===== src/rtl/rom_dl_pkg.sv =====
`default_nettype none
// ============================================================================
//  Module      : rom_dl_pkg
//  Description : Shared types and constants for the ROM-download sequencer:
//                region encoding, address map and FSM state codes.
//  Revision    : 1.0 - initial release
// ============================================================================
package rom_dl_pkg;

  // Destination region of a download byte
  typedef enum logic [2:0] {
    REG_PROG = 3'd0,
    REG_CHAR = 3'd1,
    REG_CAR  = 3'd2,
    REG_PROM = 3'd3,
    REG_NONE = 3'd4
  } region_t;

  // Download address map (byte addresses within the ROM image)
  localparam logic [24:0] PROG_BASE = 25'h000_0000;
  localparam logic [24:0] PROG_SIZE = 25'h000_2000;
  localparam logic [24:0] CHAR_BASE = 25'h000_2000;
  localparam logic [24:0] CHAR_SIZE = 25'h000_0800;
  localparam logic [24:0] CAR_BASE  = 25'h000_2800;
  localparam logic [24:0] CAR_SIZE  = 25'h000_0800;
  localparam logic [24:0] PROM_BASE = 25'h000_3000;
  localparam logic [24:0] PROM_SIZE = 25'h000_0100;
  localparam logic [24:0] MAP_END   = PROM_BASE + PROM_SIZE;

  localparam int unsigned LADDR_W = 13;

  // Sequencer states
  localparam logic [1:0] ST_IDLE  = 2'd0;
  localparam logic [1:0] ST_LOAD  = 2'd1;
  localparam logic [1:0] ST_WRITE = 2'd2;
  localparam logic [1:0] ST_HOLD  = 2'd3;

  // One-hot ROM select for a region; REG_NONE selects nothing
  function automatic logic [3:0] region_sel(input region_t r);
    logic [3:0] sel;
    case (r)
      REG_PROG: sel = 4'b0001;
      REG_CHAR: sel = 4'b0010;
      REG_CAR:  sel = 4'b0100;
      REG_PROM: sel = 4'b1000;
      default:  sel = 4'b0000;
    endcase
    return sel;
  endfunction

endpackage
`default_nettype wire


===== src/rtl/rom_dl_decode.sv =====
`default_nettype none
// ============================================================================
//  Module      : rom_dl_decode
//  Description : Combinational decode of an ioctl byte address into a ROM
//                region, a 13-bit region-local address and an in-map flag.
//  Revision    : 1.0 - initial release
// ============================================================================
module rom_dl_decode
  import rom_dl_pkg::*;
(
  input  logic [24:0]        addr,
  output region_t            region,
  output logic [LADDR_W-1:0] local_addr,
  output logic               in_map
);

  logic [LADDR_W-1:0] base;

  // Pick the region by range and subtract its base; the subtraction only
  // needs the low 13 bits because the local address is truncated anyway.
  always_comb begin
    region = REG_NONE;
    base   = '0;
    if (addr < CHAR_BASE) begin
      region = REG_PROG;
      base   = PROG_BASE[LADDR_W-1:0];
    end else if (addr < CAR_BASE) begin
      region = REG_CHAR;
      base   = CHAR_BASE[LADDR_W-1:0];
    end else if (addr < PROM_BASE) begin
      region = REG_CAR;
      base   = CAR_BASE[LADDR_W-1:0];
    end else if (addr < MAP_END) begin
      region = REG_PROM;
      base   = PROM_BASE[LADDR_W-1:0];
    end
    in_map     = (region != REG_NONE);
    local_addr = addr[LADDR_W-1:0] - base;
  end

endmodule
`default_nettype wire


===== src/rtl/rom_dl_sequencer.sv =====
`default_nettype none
// ============================================================================
//  Module      : rom_dl_sequencer
//  Description : Paces HPS ioctl ROM-download bytes into the core's ROM
//                regions, applies ioctl_wait backpressure for each write and
//                holds the game core in reset across the download.
//                Optional build macro DL_CHECKSUM_EN adds a running byte
//                checksum (dl_sum) and a mismatch flag (dl_bad).
//  Revision    : 1.0 - initial release
// ============================================================================
module rom_dl_sequencer
  import rom_dl_pkg::*;
#(
  parameter int unsigned WE_CYCLES   = 2,
  parameter int unsigned HOLD_CYCLES = 16,
  parameter int unsigned ROM_INDEX   = 0
`ifdef DL_CHECKSUM_EN
  ,
  parameter logic [15:0] EXP_SUM     = 16'h0000
`endif
) (
  input  logic         clk_sys,
  input  logic         reset,
  input  logic         ioctl_download,
  input  logic [7:0]   ioctl_index,
  input  logic         ioctl_wr,
  input  logic [24:0]  ioctl_addr,
  input  logic [7:0]   ioctl_data,
  output logic         ioctl_wait,
  output logic [3:0]   rom_sel,
  output logic [12:0]  rom_addr,
  output logic [7:0]   rom_data,
  output logic         rom_we,
  output logic         core_reset,
  output logic         dl_done,
  output logic         dl_err
`ifdef DL_CHECKSUM_EN
  ,
  output logic [15:0]  dl_sum,
  output logic         dl_bad
`endif
);

  localparam logic [3:0] WCNT_INIT = 4'(WE_CYCLES - 1);
  localparam logic [7:0] HCNT_INIT = 8'(HOLD_CYCLES - 1);
  localparam logic [7:0] ROM_IDX   = 8'(ROM_INDEX);

  region_t            dec_region;
  logic [LADDR_W-1:0] dec_local;
  logic               dec_in_map;

  logic [1:0]  state_q,      state_d;
  logic [3:0]  wcnt_q,       wcnt_d;
  logic [7:0]  hcnt_q,       hcnt_d;
  logic        pend_q,       pend_d;
  logic [3:0]  cap_sel_q,    cap_sel_d;
  logic [3:0]  rom_sel_q,    rom_sel_d;
  logic [12:0] rom_addr_q,   rom_addr_d;
  logic [7:0]  rom_data_q,   rom_data_d;
  logic        rom_we_q,     rom_we_d;
  logic        ioctl_wait_q, ioctl_wait_d;
  logic        core_reset_q, core_reset_d;
  logic        dl_done_q,    dl_done_d;
  logic        dl_err_q,     dl_err_d;

  logic        w_start;

  rom_dl_decode u_decode (
    .addr       (ioctl_addr),
    .region     (dec_region),
    .local_addr (dec_local),
    .in_map     (dec_in_map)
  );

  assign w_start = ioctl_download && (ioctl_index == ROM_IDX);

  // Next-state logic: capture a byte, then hold rom_we/ioctl_wait for
  // WE_CYCLES clocks; keep the core in reset until HOLD expires.
  always_comb begin
    state_d      = state_q;
    wcnt_d       = wcnt_q;
    hcnt_d       = hcnt_q;
    pend_d       = pend_q;
    cap_sel_d    = cap_sel_q;
    rom_sel_d    = rom_sel_q;
    rom_addr_d   = rom_addr_q;
    rom_data_d   = rom_data_q;
    rom_we_d     = rom_we_q;
    ioctl_wait_d = ioctl_wait_q;
    core_reset_d = core_reset_q;
    dl_done_d    = dl_done_q;
    dl_err_d     = dl_err_q;

    case (state_q)
      ST_IDLE: begin
        if (w_start) begin
          state_d      = ST_LOAD;
          pend_d       = 1'b0;
          core_reset_d = 1'b1;
          dl_done_d    = 1'b0;
          dl_err_d     = 1'b0;
        end
      end

      ST_LOAD: begin
        if (pend_q) begin
          // Captured byte goes out now; a strobe here is an overrun and is
          // dropped because nothing can hold a second byte.
          if (ioctl_wr) dl_err_d = 1'b1;
          pend_d       = 1'b0;
          rom_sel_d    = cap_sel_q;
          rom_we_d     = 1'b1;
          ioctl_wait_d = 1'b1;
          wcnt_d       = WCNT_INIT;
          state_d      = ST_WRITE;
        end else if (ioctl_wr) begin
          if (dec_in_map) begin
            // A falling download in the same cycle is handled after the
            // write completes, so the byte is not lost.
            pend_d     = 1'b1;
            cap_sel_d  = region_sel(dec_region);
            rom_addr_d = dec_local;
            rom_data_d = ioctl_data;
          end else begin
            dl_err_d = 1'b1;
            if (!ioctl_download) begin
              state_d = ST_HOLD;
              hcnt_d  = HCNT_INIT;
            end
          end
        end else if (!ioctl_download) begin
          state_d = ST_HOLD;
          hcnt_d  = HCNT_INIT;
        end
      end

      ST_WRITE: begin
        if (ioctl_wr) dl_err_d = 1'b1;
        if (wcnt_q == 4'd0) begin
          rom_we_d     = 1'b0;
          ioctl_wait_d = 1'b0;
          rom_sel_d    = 4'b0000;
          if (ioctl_download) begin
            state_d = ST_LOAD;
          end else begin
            state_d = ST_HOLD;
            hcnt_d  = HCNT_INIT;
          end
        end else begin
          wcnt_d = wcnt_q - 4'd1;
        end
      end

      default: begin // ST_HOLD
        core_reset_d = 1'b1;
        if (w_start) begin
          state_d   = ST_LOAD;
          pend_d    = 1'b0;
          dl_done_d = 1'b0;
          dl_err_d  = 1'b0;
        end else if (hcnt_q == 8'd0) begin
          core_reset_d = 1'b0;
          dl_done_d    = 1'b1;
          state_d      = ST_IDLE;
        end else begin
          hcnt_d = hcnt_q - 8'd1;
        end
      end
    endcase
  end

  // State and output registers with synchronous reset
  always_ff @(posedge clk_sys) begin
    if (reset) begin
      state_q      <= ST_IDLE;
      wcnt_q       <= '0;
      hcnt_q       <= '0;
      pend_q       <= 1'b0;
      cap_sel_q    <= '0;
      rom_sel_q    <= '0;
      rom_addr_q   <= '0;
      rom_data_q   <= '0;
      rom_we_q     <= 1'b0;
      ioctl_wait_q <= 1'b0;
      core_reset_q <= 1'b1;
      dl_done_q    <= 1'b0;
      dl_err_q     <= 1'b0;
    end else begin
      state_q      <= state_d;
      wcnt_q       <= wcnt_d;
      hcnt_q       <= hcnt_d;
      pend_q       <= pend_d;
      cap_sel_q    <= cap_sel_d;
      rom_sel_q    <= rom_sel_d;
      rom_addr_q   <= rom_addr_d;
      rom_data_q   <= rom_data_d;
      rom_we_q     <= rom_we_d;
      ioctl_wait_q <= ioctl_wait_d;
      core_reset_q <= core_reset_d;
      dl_done_q    <= dl_done_d;
      dl_err_q     <= dl_err_d;
    end
  end

  assign ioctl_wait = ioctl_wait_q;
  assign rom_sel    = rom_sel_q;
  assign rom_addr   = rom_addr_q;
  assign rom_data   = rom_data_q;
  assign rom_we     = rom_we_q;
  assign core_reset = core_reset_q;
  assign dl_done    = dl_done_q;
  assign dl_err     = dl_err_q;

`ifdef DL_CHECKSUM_EN
  logic [15:0] sum_q, sum_d;
  logic        w_load_entry;
  logic        w_accept;

  assign w_load_entry = w_start && ((state_q == ST_IDLE) || (state_q == ST_HOLD));
  assign w_accept     = (state_q == ST_LOAD) && !pend_q && ioctl_wr && dec_in_map;

  // Running sum of accepted in-map bytes, restarted with each download
  always_comb begin
    sum_d = sum_q;
    if (w_load_entry) begin
      sum_d = '0;
    end else if (w_accept) begin
      sum_d = sum_q + {8'h00, ioctl_data};
    end
  end

  // Checksum register
  always_ff @(posedge clk_sys) begin
    if (reset) begin
      sum_q <= '0;
    end else begin
      sum_q <= sum_d;
    end
  end

  assign dl_sum = sum_q;
  assign dl_bad = dl_done_q && (sum_q != EXP_SUM);
`endif

endmodule
`default_nettype wire


===== config.mk =====
export PLATFORM = sky130hd
export DESIGN_NAME = rom_dl_sequencer
export DESIGN_NICKNAME = d
export VERILOG_FILES = /design/src/rtl/rom_dl_pkg.sv /design/src/rtl/rom_dl_decode.sv /design/src/rtl/rom_dl_sequencer.sv
export SDC_FILE = /design/constraint.sdc
export NUM_CORES = 1
export LEC_CHECK = 0
export BUFFER_PORTS_ARGS = -buffer_cell sky130_fd_sc_hd__buf_2
export CORE_UTILIZATION = 55
export CTS_CLUSTER_DIAMETER = 40
export DETAILED_ROUTE_END_ITERATION = 7
export GPL_ROUTABILITY_DRIVEN = 1
export PLACE_DENSITY = 0.85
export SLEW_MARGIN = 10
export SYNTH_ARGS = -nofsm -noshare
export SYNTH_HDL_FRONTEND = slang
export SYNTH_SLANG_ARGS = --single-unit

===== constraint.sdc =====
create_clock -name clk_sys -period 5.9 [get_ports clk_sys]
set_input_delay 0.295 -clock clk_sys [delete_from_list [all_inputs] [get_ports clk_sys]]
set_output_delay 0.295 -clock clk_sys [all_outputs]
set_load 0.01 [all_outputs]

# Word-level counts from Yosys, hierarchy flattened
# Cells that the tools add are included.
dict set report classes {
  reduce_logical 21
  n_lt_le_gt_ge 4
  n_mux 53
  bitwise_logic 4
  eq_ne 17
  addsub 3
}
# op count
set ops {}
lappend ops {{less-than comparator 25 x 14 -> 1 bit (second input constant)} 4}
lappend ops {{two-way mux 8 bit} 7}
lappend ops {{two-way mux 13 bit} 4}
lappend ops {{case mux 8 bit (3 select lines)} 1}
lappend ops {{two-way mux 2 bit} 9}
lappend ops {{zero test 8 bit} 2}
lappend ops {{two-way mux 4 bit} 4}
lappend ops {{case mux 4 bit (2 select lines)} 2}
lappend ops {{case mux 4 bit (4 select lines)} 1}
lappend ops {{two-way mux 1 bit} 15}
lappend ops {{subtractor 13 bit} 1}
lappend ops {{two-way mux 3 bit} 4}
lappend ops {{inequality test 3 bit (second input constant)} 4}
lappend ops {{AND reduction 3 bit} 4}
lappend ops {{inequality test 2 bit (second input constant)} 5}
lappend ops {{case mux 1 bit (2 select lines)} 5}
lappend ops {{AND reduction 4 bit} 2}
lappend ops {{subtractor 8 x 1 -> 8 bit (second input constant)} 1}
lappend ops {{equality test 3 x 2 -> 1 bit (second input constant)} 2}
lappend ops {{inequality test 3 x 1 -> 1 bit (second input constant)} 2}
lappend ops {{case mux 2 bit (3 select lines)} 1}
lappend ops {{AND reduction 6 bit} 1}
lappend ops {{nonzero test 2 bit} 3}
lappend ops {{zero test 4 bit} 1}
lappend ops {{13 further kinds} 17}
dict set report word_totals {
  regBits 48
  elab_cells 114
}

# Logic depth before layout (Yosys ltp)
# Gate-level depths: netlist of run 1.
dict set report logic_depth {
  ltp_word 10
  mapped_depth 11
  ltp_nobuf 7
}

# Cells and area by module
# Synthesis of run 1 repeated with hierarchy kept, for this count alone.
dict set report hier_totals {
  hier_cells 297
  hier_area_um2 2383.5
}
# module cells_each instances seq_area_each_um2 area_each_um2
set by_module_without_submodules {}
lappend by_module_without_submodules {rom_dl_sequencer 266 1 960.9 2165.8}
lappend by_module_without_submodules {rom_dl_decode 31 1 0.0 217.7}

# Worst setup path after synthesis of run 1
# OpenSTA, ideal clock, no wires.
dict set report synth_path {
  path_type {reg2reg}
  start {register state_q[1]}
  end {register state_q[1]}
  n_path_buf 3
  arrival_ns 1.851
  required_time_ns 5.784
  stages_incl_launch_ff 11
  path_slack_ns 3.933
  path_cell_list {dfxtp_1 > inv_1 > ha_1 > buf_4 > nor2b_1 > buf_2 > nand2_1 > or3_1 > buf_2 > and3_4 > o211a_1}
}
dict set report synth_via {
  elab_chain_len 5
  word_cells_on_any_way 13
  cone_classes {eq/ne (5); mux (5); reduce/logical (3)}
}
# item line
set synth_lines {}
lappend synth_lines {{start: declaration} rom_dl_sequencer.sv:52} ;# logic [1:0] state_q, state_d;
lappend synth_lines {{start signal: assignment} rom_dl_sequencer.sv:189} ;# state_q <= state_d;
lappend synth_lines {{two-way mux 2 bit (4 in series)} -}
lappend synth_lines {{case mux 2 bit (3 select lines)} rom_dl_sequencer.sv:94} ;# case (state_q)
# Several ways; a longest one is shown, not always the timed one. The select of a mux whose other input is x is not followed.
# A chain may end at the register's enable or synchronous reset.

# Final worst setup path of run 1
# Ends and elaborated chain as after synthesis.

==> flow_metrics.py, run 1 <==
metrics = {
    "drt": {
        "drtIter0Drc": 168,
        "postRouteAntennaNets": 0,
        "finalWirelength_um": 5480,
        "dr.pass1.iters": 4,
        "wl_per_cell_um": 13.6,
        "avgViaCountPerCell": 5.71,
        "vias": 2301,
        "drc": 0,
    },
    "yosys": {
        "synth-simple-area-share_pct": 26.7,
        "synth_fa_ha_area_share_pct": 4.61,
        "synthArstFlopShare_pct": 0,
        "yosys.area_share.xor_xnor_pct": 1.08,
        "synthTopCellsByArea": "dfxtp_1 39%, nand2_1 8.5%, a21oi_1 5.9%",
        "yosysUniqueCellTypes": 63,
        "synth_compound_area_share_pct": 21.7,
        "synth_top_cell_by_area": "dfxtp_1",
        "synth_top_family_by_area": "simple AND/OR/NAND/NOR gates",
        "synth-main-ff-cell": "dfxtp_1",
        "muxShareOfSynthArea_pct": 0.410,
        "synthesis.instances": 288,
        "yosysWarnings": 0,
        "avgSynthCellArea_sq_um": 8.48,
        "synth_edf_count": 0,
        "synth_top_area_share_pct": 39.3,
        "syn_area_sq_um": 2440,
        "syn-num-nets": 342,
        "synth_seq_cells": 48,
        "ys_seq_area_share_pct": 39.3,
    },
    "setup_path": {
        "critPathLaunch": "state_q[1]$_SDFFE_PP0P_",
        "required_ns": 6.09,
        "critPathLaunchType": "flop",
        "path_class": "flop to flop",
        "path_max_fanout": 26,
        "r2r_start": "state_q[1]$_SDFFE_PP0P_",
        "crit_path_end_kind": "flop",
        "crit_arrival_ns": 3.06,
    },
    "clock_tree": {
        "hold_buffers": 0,
        "cts_sinks": 48,
        "path_clk_slew_ns": 0.08,
        "post_cts_buffers": 0,
        "clockRootBuffer": "clkbuf_8",
        "cts_resized": 0,
        "cts_tree": "yes",
        "h-tree-depth": 2,
        "cts_made_buffers": 5,
        "clk_latency_ns": 0.30,
        "cts_buffer_depth": 2,
    },
    "floorplan": {
        "pin_count": 75,
        "num_rows": 23,
        "die_y_um": 68.6,
        "start_util_pct": 58.9,
        "fp.dieW_um": 68.6,
        "coreArea_sq_um": 4140,
        "die_area_sq_um": 4710,
    },
    "layout": {
        "drive_above_1_share_pct": 28.3,
        "fin_area_sq_um": 2860,
        "utilization_pct": 68.9,
        "final_cells": 403,
        "synthToLayoutAreaGrowth_pct": 17.0,
        "nNetsFinal": 407,
        "diodes": 0,
    },
    "placement": {
        "port-buffer-count": 74,
        "dp_cells": 396,
        "dp_slack_ns": 3.09,
        "routabilityCongestion": 0.865,
        "post-dp-hpwl_um": 3920,
        "place_area_sq_um": 2780,
    },
    "global_routing": {
        "antenna_found_initial": 0,
        "grt_max_degree": 46,
        "grt_pass1_vias": 1997,
        "grt_pass1_wl_um": 8650,
        "track_usage_pct": 24.4,
        "overflow": 0,
    },
    "sta": {
        "final_max_slew_viol_count": 0,
        "period_share_pct": 48.5,
        "finalHoldViolCount": 0,
        "setup_viol": 0,
        "fmax_mhz": 349,
        "rsz0062_at_grt": "no",
        "slew_headroom_pct": 36.5,
        "tightest_slew_ns": 0.950,
        "fin_tns_setup_ns": 0,
        "period_needed_ns": 2.86,
        "setup_slack_ns": 3.04,
        "finClkSkew_ns": 0.00615,
    },
    "power": {
        "peakVddDrop_mv": 0.332,
        "power.leakage_uw": 0.00119,
        "power_density_nw_per_um2": 446,
    },
    "status": {
        "outcome": "finished clean",
    },
    "min_path": {
        "hold_class": "input port to flop",
        "min-delay-start": "ioctl_addr[7]",
    },
    "run": {
        "max-cap-violations": 0,
    },
}
## cells in the mapped netlist (5+ instances only)
library cell  count
nand2_1          55
dfxtp_1          48
a21oi_1          29
nor2_1           23
inv_1            13
ha_1              9
nor3_1            9
a22oi_1           5
buf_2             5
clkbuf_1          5
nor4_1            5
o21ai_0           5
## registers in the layout (all words and copies together) (netlist names)
signal      count
rom_addr       13
hcnt_q          8
rom_data        8
cap_sel_q       4
rom_sel         4
wcnt_q          4
state_q         2
core_reset      1
dl_done         1
dl_err          1
ioctl_wait      1
pend_q          1
## critical path: stages (launching register included)
cell and delay [ns]:
dfxtp_1 0.36, inv_1 0.12, ha_1 0.35, nor2b_1 0.49, nand2_1 0.20, or3_1 0.70, and3_4 0.31, o211a_1 0.21
## cell type report
type,instances,area [sq um]
Clock buffer,5,68.8
Clock inverter,2,12.5
Fill cell,337,1290
Inverter,13,48.8
Multi-Input combinational cell,211,1330
Sequential cell,48,961
Tap cell,50,62.6
Timing Repair Buffer,74,370
## placed cells by master (no fill, tap or decap), types with 9 or more instances in the layout
cell type,synthesis,layout
a21oi_1,29,29
buf_2,5,74
dfxtp_1,48,48
ha_1,9,9
inv_1,13,13
nand2_1,55,55
nor2_1,23,23
nor3_1,9,9
## per-stage QoR
| stage | power [uW] | hold slack [ns] |
|---|---|---|
| after floorplan | 961 | 0.431 |
| after detailed placement | 1080 | 0.443 |
| after CTS | 1270 | 0.221 |
| after global placement | 1060 | 0.439 |
| final | 1270 | 0.225 |
| after global routing | 1370 | 0.218 |
## path summary, 6_finish.rpt
check | to | slack (ns) | cells past startpoint
worst max register to register | state_q[1]$_SDFFE_PP0P_ | 3.04 | 7
worst max-delay path | state_q[1]$_SDFFE_PP0P_ | 3.04 | 7
worst min register to register | rom_data[2]$_SDFFE_PP0P_ | 0.45 | 2
worst min-delay path | rom_addr[7]$_SDFFE_PP0P_ | 0.23 | 3
## kinds of logic after synthesis
| logic type | Yosys count |
|---|---|
| compound gates | 73 |
| xor+xnor | 3 |
| fa+ha+maj | 9 |
| buf+inv | 29 |
| flops | 48 |
| mux | 1 |
| simple gates | 125 |
## report_power, final
| group | switching (uW) | internal (uW) | leakage [uW] |
|---|---|---|---|
| Clock | 108 | 80.4 | 0.0000400 |
| Sequential | 51.2 | 375 | 0.000388 |
| Combinational | 397 | 262 | 0.000766 |
| Total | 556 | 717 | 0.00119 |
## metal layers
layer / up-vias / global-route usage [%] / wire [um] / share of wire (%)
met5: - / 0 / 0 / 0
met4: 0 / 9.38 / 78 / 1.4
met3: 8 / 5.59 / 308 / 5.6
met2: 80 / 41.2 / 2690 / 49
met1: 1045 / 29.8 / 2410 / 44
li1: 1168 / - / - / -
Power figures use the tool's default switching activity.
==> run 2, diff against run 1 <==
CORE_UTILIZATION = 46   (was 55)
PLACE_DENSITY = 0.76   (was 0.85)
clock period = 2.4 ns   (was 5.9 ns; I/O delays follow)
==> run 2 against run 1 <==
  * Maximum frequency grew 30%
  * Sequential power grew 150%
  * Register-to-register slack lost 2.8 ns
  * Cell area grew 3.4%
  * Combinational power grew to 2.5 times the previous value
  * Sequential cell count is the same
  * Final cell count grew 6.5%
  * Utilization shrank 11 points
  * Hold slack lost 0.19 ns
  * Routed wire length is essentially flat
  * Largest power group unchanged
==> flow_metrics.py, run 2 (synthesis results as in run 1) <==
metrics = {
    "drt": {
        "vias": 2310,
        "route.met3.wl_um": 208,
        "routed.top_layer": "met4",
        "wl_met2_um": 2580,
        "drt-met1-wl_um": 2610,
        "drc": 0,
        "wl_per_cell_um": 12.8,
        "finalWirelength_um": 5480,
        "dr.pass1.iters": 4,
        "drtIter0Drc": 147,
        "postRouteAntennaNets": 0,
        "avgViaCountPerCell": 5.38,
    },
    "clock_tree": {
        "cts_resized": 0,
        "cts_sinks": 48,
        "hold_buffers": 0,
        "clockRootBuffer": "clkbuf_8",
        "cts_tree": "yes",
        "cts_buffer_depth": 2,
        "cts_made_buffers": 5,
        "clk_latency_ns": 0.31,
        "h-tree-depth": 2,
        "post_cts_buffers": 0,
        "path_clk_slew_ns": 0.10,
    },
    "sta": {
        "finClkSkew_ns": 0.0129,
        "rsz0062_at_grt": "no",
        "period_share_pct": 91.9,
        "fmax_mhz": 453,
        "final_max_slew_viol_count": 0,
        "setup_viol": 0,
        "tightest_slew_ns": 0.591,
        "finalHoldViolCount": 0,
        "period_needed_ns": 2.21,
        "fin_tns_setup_ns": 0,
        "slew_headroom_pct": 60.5,
    },
    "layout": {
        "ff_latch_area_sq_um": 961,
        "largest_register_ffs": 13,
        "layout_common_cells": "74 x buf_2, 55 x nand2_1, 48 x dfxtp_1, 29 x a21oi_1, 23 x nor2_1",
        "final_cells": 429,
        "utilization_pct": 57.8,
        "diodes": 0,
        "fillCellCount": 491,
        "nNetsFinal": 412,
        "drive_above_1_share_pct": 29.5,
        "multi_input_area_sq_um": 1330,
        "synthToLayoutAreaGrowth_pct": 20.9,
        "final_common_cell": "buf_2",
    },
    "min_path": {
        "hold_class": "input port to flop",
    },
    "global_routing": {
        "track_usage_pct": 20.2,
        "grt_max_degree": 27,
        "grt_pass1_wl_um": 8660,
        "antenna_found_initial": 0,
        "grt_pass1_vias": 1932,
        "overflow": 0,
    },
    "floorplan": {
        "coreArea_sq_um": 5110,
        "die_y_um": 74.9,
        "pin_count": 75,
        "die_area_sq_um": 5600,
        "fp.dieW_um": 74.9,
        "num_rows": 26,
        "start_util_pct": 47.8,
    },
    "placement": {
        "port-buffer-count": 74,
        "routabilityCongestion": 0.887,
        "dp_cells": 421,
        "post-dp-hpwl_um": 4080,
    },
    "status": {
        "outcome": "finished clean",
    },
    "power": {
        "power.leakage_uw": 0.00123,
        "power_density_nw_per_um2": 1120,
        "peakVddDrop_mv": 0.705,
    },
    "setup_path": {
        "crit_path_end_kind": "flop",
        "critPathLaunchType": "flop",
        "required_ns": 2.60,
        "crit_arrival_ns": 2.40,
        "path_max_fanout": 11,
        "path_class": "flop to flop",
    },
    "run": {
        "max-cap-violations": 0,
    },
}
run 2: changes by cell type in the layout (fill, tap and decap cells not counted), sizes merged:
| cell | before | now |
|---|---|---|
| inv | 13 | 14 |
| clkinv | 1 | 0 |
| bufinv | 0 | 1 |
| buf | 74 | 79 |
run 2: layout make-up:
cell class                      instances  share of cell area, %
Multi-Input combinational cell        211                   45.1
Sequential cell                        48                   32.5
Timing Repair Buffer                   79                   13.8
Tap cell                               70                   2.97
Clock buffer                            5                   2.33
Inverter                               13                   1.65
Clock inverter                          3                   1.57
run 2: path summary, 6_finish.rpt:
path,startpoint,endpoint,slack (ns),cells after the start
worst max-delay path,state_q[0]$_SDFFE_PP0P_,hcnt_q[3]$_SDFFE_PP0P_,0.19,5
worst min-delay path,ioctl_data[5],rom_data[5]$_SDFFE_PP0P_,0.03,3
worst max register to register,state_q[0]$_SDFFE_PP0P_,hcnt_q[3]$_SDFFE_PP0P_,0.19,5
worst min register to register,rom_addr[9]$_SDFFE_PP0P_,rom_addr[9]$_SDFFE_PP0P_,0.45,2
run 2: stage by stage:
stage	worst slack, ns	total power [uW]	hold slack [ns]	area (sq um)
final	0.195	3310	0.0335	2950
after global routing	0.00430	3570	0.0266	2950
after CTS	0.198	3310	0.0270	2950
after detailed placement	0.207	2710	0.367	2840
after global placement	0.314	2670	0.362	2840
after floorplan	0.433	2360	0.256	2440
run 2: power by group:
part           switching, uW  total, uW  internal [uW]
logic                   1000       1670            668
registers                127       1050            921
clock network            277        591            314
total                   1400       3310           1900
run 2: worst max-delay path, stage by stage, from the launching register on:
cell and delay [ns]:
dfxtp_1 0.41, inv_1 0.11, ha_1 0.48, a221oi_4 0.55, nand4_4 0.22, o311a_1 0.33
run 2: per-layer routing:
layer / vias to the layer above / global-route usage (%)
li1: 1172 / -
met1: 1080 / 26.6
met3: 9 / 4.02
met2: 49 / 31.9
met4: 0 / 9.43
met5: - / 0
